===== src/rtl/alu.sv =====
// Single-cycle registered ALU: combinational operation select, one register stage
// for result, zero flag and ready.
module alu #(
  parameter int XLEN = 32
) (
  input  logic            clk,
  input  logic            rst,
  input  logic [XLEN-1:0] a,
  input  logic [XLEN-1:0] b,
  input  logic [3:0]      alu_ctrl,
  output logic [XLEN-1:0] result,
  output logic            zero,
  output logic            alu_ready
);

  localparam int SHW = $clog2(XLEN);

  typedef enum logic [3:0] {
    OP_ADD  = 4'b0000,
    OP_SUB  = 4'b0001,
    OP_AND  = 4'b0010,
    OP_OR   = 4'b0011,
    OP_XOR  = 4'b0100,
    OP_SLL  = 4'b0101,
    OP_SRL  = 4'b0110,
    OP_SRA  = 4'b0111,
    OP_SLT  = 4'b1000,
    OP_SLTU = 4'b1001
  } alu_op_e;

  logic [SHW-1:0]  shamt;
  logic [XLEN-1:0] op_result;
  logic            slt_bit;
  logic            sltu_bit;

  assign shamt    = b[SHW-1:0];
  assign slt_bit  = $signed(a) < $signed(b);
  assign sltu_bit = a < b;

  // Codes outside the enum (1010-1111) fall through to default and yield zero.
  always_comb begin
    op_result = '0;
    case (alu_ctrl)
      OP_ADD:  op_result = a + b;
      OP_SUB:  op_result = a - b;
      OP_AND:  op_result = a & b;
      OP_OR:   op_result = a | b;
      OP_XOR:  op_result = a ^ b;
      OP_SLL:  op_result = a << shamt;
      OP_SRL:  op_result = a >> shamt;
      OP_SRA:  op_result = $unsigned($signed(a) >>> shamt);
      OP_SLT:  op_result = {{(XLEN-1){1'b0}}, slt_bit};
      OP_SLTU: op_result = {{(XLEN-1){1'b0}}, sltu_bit};
      default: op_result = '0;
    endcase
  end

  // zero is taken from the same value being registered, never from the old result.
  always_ff @(posedge clk) begin
    if (rst) begin
      result    <= '0;
      zero      <= 1'b1;
      alu_ready <= 1'b0;
    end else begin
      result    <= op_result;
      zero      <= (op_result == '0);
      alu_ready <= 1'b1;
    end
  end

endmodule


===== config.mk =====
export PLATFORM = sky130hd
export DESIGN_NAME = alu
export DESIGN_NICKNAME = d
export VERILOG_FILES = /design/src/rtl/alu.sv
export SDC_FILE = /design/constraint.sdc
export NUM_CORES = 1
export LEC_CHECK = 0
export ABC_CLOCK_PERIOD_IN_PS = 5500
export CORE_MARGIN = 4
export CORE_UTILIZATION = 49
export DETAILED_ROUTE_END_ITERATION = 6
export HOLD_SLACK_MARGIN = 0.05
export PLACE_DENSITY = 0.7
export SYNTH_ARGS = -nofsm -noshare
export SYNTH_HDL_FRONTEND = slang
export SYNTH_SLANG_ARGS = --single-unit

===== constraint.sdc =====
create_clock -name clk -period 5.5 [get_ports clk]
set_input_delay 0.55 -clock clk [delete_from_list [all_inputs] [get_ports clk]]
set_output_delay 0.55 -clock clk [all_outputs]
set_load 0.005 [all_outputs]

# Word level (Yosys, flattened, before mapping)

Index checks and enable logic that the tools add are counted.
Widths: inputs -> output; s select.

$add $sub $neg: 2
$lt $le $gt $ge: 2
Eq/ne operators: 9
Shift-type cells: 3
Mux-type cells: 2
Bitwise gates (word level): 3
Reductions and logical operators: 2

Operators by type and width:

| kind               | count |
|---|---|
| $pmux 32 s10       | 1 |
| $lt 32x32->1       | 2 |
| $add 32x32->32     | 1 |
| $and 32x32->32     | 1 |
| $logic_not 32->1   | 1 |
| $or 32x32->32      | 1 |
| $shl 32x5->32      | 1 |
| $shr 32x5->32      | 1 |
| $sshr 32x5->32     | 1 |
| $sub 32x32->32     | 1 |
| $xor 32x32->32     | 1 |
| $eq 4x3->1 const B | 4 |
| $eq 4x2->1 const B | 2 |
| $eq 4x4->1 const B | 2 |
| $eq 4x1->1 const B | 1 |
| $logic_not 4->1    | 1 |
| $mux 1             | 1 |

Flip-flop bits (word level): 34

# Longest topological paths before layout

Word-level depth: 3
Gate-level depth with buffers: 17
Gate-level depth less buffers: 14

# Least setup slack after synthesis

No wires, ideal clock.

Path type: in2reg
Start point: in b[1]
End point: reg zero
Arrival: 4,491 ps
Slack: 949 ps
Stages: 16
Buffers on the path: 3
Path through: inv_1 > buf_1 > buf_2 > clkbuf_1 > ha_1 > nor2_1 > o311ai_1 > a211oi_1 > nor3_1 > o21ai_1 > a221o_1 > xnor2_1 > a211oi_1 > nand4_1 > a2111oi_2 > a41o_1

Cells in the longest elaborated chain, start to end: 3
Elaborated cells on any way between the ends: 12
Those cells by class: add/sub (2); order compare (2); shift (3); mux (1); bitwise (3); reduce/logical (1)

RTL lines:

| what                                   | line | RTL |
|---|---|---|
| start: declaration                     | 9    | `input logic [XLEN-1:0] b,` |
| $sub 32x32->32 (tied with other cells) | 45   | `OP_SUB: op_result = a - b;` |
| $pmux 32 s10 (*)                       | 43   | `case (alu_ctrl)` |
| $logic_not 32->1 (*)                   | 66   | `zero <= (op_result == '0);` |
| end signal: assignment                 | 66   |  |
| end: declaration                       | 12   | `output logic zero,` |

Every way passes the cells marked *; elsewhere a longest branch is shown, timed or not.
A chain may end at the register's enable or synchronous reset.

# Final worst setup path

Start point: in a[1]
End point: reg zero

Cells in the longest elaborated chain, start to end: 3
Elaborated cells on any way between the ends: 12
Those cells by class: add/sub (2); order compare (2); shift (3); mux (1); bitwise (3); reduce/logical (1)

RTL lines:

| what                                   | line | RTL |
|---|---|---|
| start: declaration                     | 8    | `input logic [XLEN-1:0] a,` |
| $sub 32x32->32 (tied with other cells) | 45   |  |
| $pmux 32 s10 (*)                       | 43   |  |
| $logic_not 32->1 (*)                   | 66   |  |

Marks and branches as above.

==> impl_metrics.tcl <==
set metrics [dict create \
    status "finished with violations" \
    violations "design-rule violations" \
    vias 13070 \
    grt_max_degree 79 \
    worst_slew_pin_slew_ps 1270 \
    p_leak_uw 0.004968 \
    syn_nets 1622 \
    synthArstFlopShare 0 \
    hpwl_mm 41.01 \
    maxCapViolations 0 \
    hold_class "input pin to register" \
    synth_top_area_share 0.1159 \
    final_common_cell "nor2_1" \
    path_clk_slew_ps 60 \
    vdd_drop_max_mv 0.1309 \
    post_drt_wl_per_cell_um 29.21 \
    syn_inst 1452 \
    synth_ff_type "dfxtp_1" \
    rsz0062_at_grt "no" \
    final_antenna_net_count 0 \
    cts_root_buf "clkbuf_16" \
    synth.cell_area_um2 10580 \
    fin_crit_ps 4792 \
    crit_chain "clkdlybuf4s50_1 -> inv_1 -> ha_1 -> nor2_1 -> o311ai_1 -> a211oi_1 -> nor3_1 -> o21ai_1 -> a221o_1 -> o21ai_0 -> nor4bb_1 -> nand4_1 -> a2111oi_2 -> a41o_1" \
    min-delay-start "b[3]" \
    ios 104 \
    avgSynthCellArea_um2 7.287 \
    ys_seq_area_frac 0.06433 \
    grt_usage 0.4216 \
    cp_num_buf_inv 2 \
    design.die.area_um2 24010 \
    synth_edf_count 0 \
    drt_wl_total_mm 52.61 \
    htree_num_levels 2 \
    rows 53 \
    power_uw 1789 \
    dieWidth_um 155.0 \
    clockBufferDepth 2 \
    cts_buffers 5 \
    fin_crit_sh 0.8712 \
    setup_tns_ps 0 \
    cp_slowest_cell "o311ai_1" \
    final_cell_mix "nor2_1 (153), nand2_1 (127), a21oi_1 (122), clkdlybuf4s50_1 (99), ha_1 (98)" \
    drtIter0Drc 1987 \
    synth_cell_types 89 \
    place.port_buffers 103 \
    finalSetupViolCount 0 \
    hold_viol 0 \
    synthTopCellsByArea "ha_1 (12%), mux4_2 (11%), dfxtp_1 (6.4%), a21oi_1 (5.8%), nor2_1 (5.4%)" \
    critPathMaxFanout 9 \
    hold_buffers 0 \
    worstPathArrival_ps 5020 \
    crit_type "input pin to register" \
    crit_required_ps 5730 \
    worst_setup_path_start_kind "input pin" \
    slew_viol_final 0 \
    cp_top_family "compound AO/OA/AOI/OAI gates" \
    cts_resized 0 \
    yosysWarnings 0 \
    cpPeakStageDelay_ps 670 \
    layout-drive-gt1-share 0.1298 \
    post_cts_buffers 0 \
    power.density_nw_per_um2 146.4 \
    grt_pass1_vias 12240 \
    crit_cells 14 \
    grt_overflow_total 0 \
    cts_tree "done" \
    dr.pass1.iters 7 \
    routabilityCongestion 1.080 \
    antenna_cells 0 \
    cp-startpoint "a[1]" \
    cts.sinks 34 \
    synth_area_leader_cell "ha_1" \
    ys_seq_elements 34 \
    endpoint "zero" \
    grt_pass1_wl_mm 77.92 \
    start_util 0.5002 \
    area_growth_pct 15.53 \
    avgViaCountPerCell 7.258 \
    slew_headroom 0.1510 \
    drc 8 \
    fmaxAchievable_mhz 208.7 \
    die_h_um 155.0 \
    antenna_found_initial 0 \
    coreArea_um2 21150 \
    crit_path_end_kind "register" \
    nNetsFinal 1695 \
]
-- flip-flops by register name (all words and copies together) (netlist names) --
name / cells
result: 32
zero: 1
alu_ready: 1
-- stage by stage --
stage / area, µm² / instances / setup slack, ps / hold slack [ps] / util
CTS: 12220 / 1801 / 843.4 / 1046 / 0.5776
global route: 12220 / 1801 / 366.1 / 1131 / 0.5779
finish: 12220 / 1801 / 708.2 / 1063 / 0.5779
detailed placement: 12070 / 1793 / 561.2 / 1253 / 0.5706
floorplan: 10580 / 1452 / 949.0 / 619.1 / -
global placement: 12070 / 1793 / 631.9 / 1254 / 0.5706
-- logic make-up (layout without fill, tap and decap cells) --
| family | after synthesis | count (layout) | synth area share |
|---|---|---|---|
| compound gates | 492 | 492 | 0.3219 |
| simple gates | 488 | 488 | 0.2235 |
| buf+inv | 211 | 285 | 0.08395 |
| mux | 121 | 121 | 0.1817 |
| fa+ha+maj | 100 | 100 | 0.1197 |
| flops | 34 | 34 | 0.06433 |
| xor+xnor | 6 | 6 | 0.004966 |
-- worst min-delay path by stage --
stage,endpoint,slack [ps],cells after the start
finish,result[10],1060,6
global route,result[10],1130,6
CTS,result[10],1050,6
detailed placement,result[29],1250,1
global placement,result[29],1250,1
floorplan,result[1],620,1
-- Yosys cell counts (all sizes together) (5+ instances only) --
cell / number
a2111oi: 13
a211o: 12
a211oi: 33
a21o: 14
a21oi: 122
a221o: 15
a221oi: 9
a22oi: 10
a311oi: 11
a31o: 7
a31oi: 15
and2: 20
and3: 11
buf: 36
clkbuf: 78
dfxtp: 34
ha: 98
inv: 94
mux2: 23
mux2i: 45
mux4: 53
nand2: 127
nand2b: 9
nand3: 33
nand3b: 6
nand4: 15
nor2: 154
nor2b: 10
nor3: 46
nor3b: 5
nor4: 16
o2111ai: 12
o211ai: 21
o21a: 5
o21ai: 90
o21bai: 9
o221ai: 15
o22ai: 10
o311ai: 6
o31ai: 17
or2: 7
or3: 9
xnor2: 5
-- power by group --
group          internal (µW)  total, µW  switching (µW)  leakage [µW]
clock network            180        303             123     0.0000739
logic                    463       1210             746       0.00461
registers                270        277            6.46      0.000281
-- worst min-delay path, stage by stage --
cell and delay [ps]:
buf_2 150, clkinv_1 140, a21oi_1 60, nor2_1 190, a211oi_1 140, nor2_1 90
-- per-layer routing --
metal	track usage	wire (µm)
met3	0.09819	6533
met4	0.2103	3495
met1	0.5554	19970
met5	0	0
met2	0.6475	22610
-- layout make-up --
cell class | instances | area [µm²]
clock buffers | 7 | 142.6
clock inverters | 1 | 5.005
fillers | 2040 | 8930
inverters | 97 | 364.1
multi-input cells | 1207 | 9046
flip-flops and latches | 34 | 680.7
well taps | 275 | 344.1
repair buffers | 180 | 1642
Note: power is estimated with default switching activity, not from simulation.
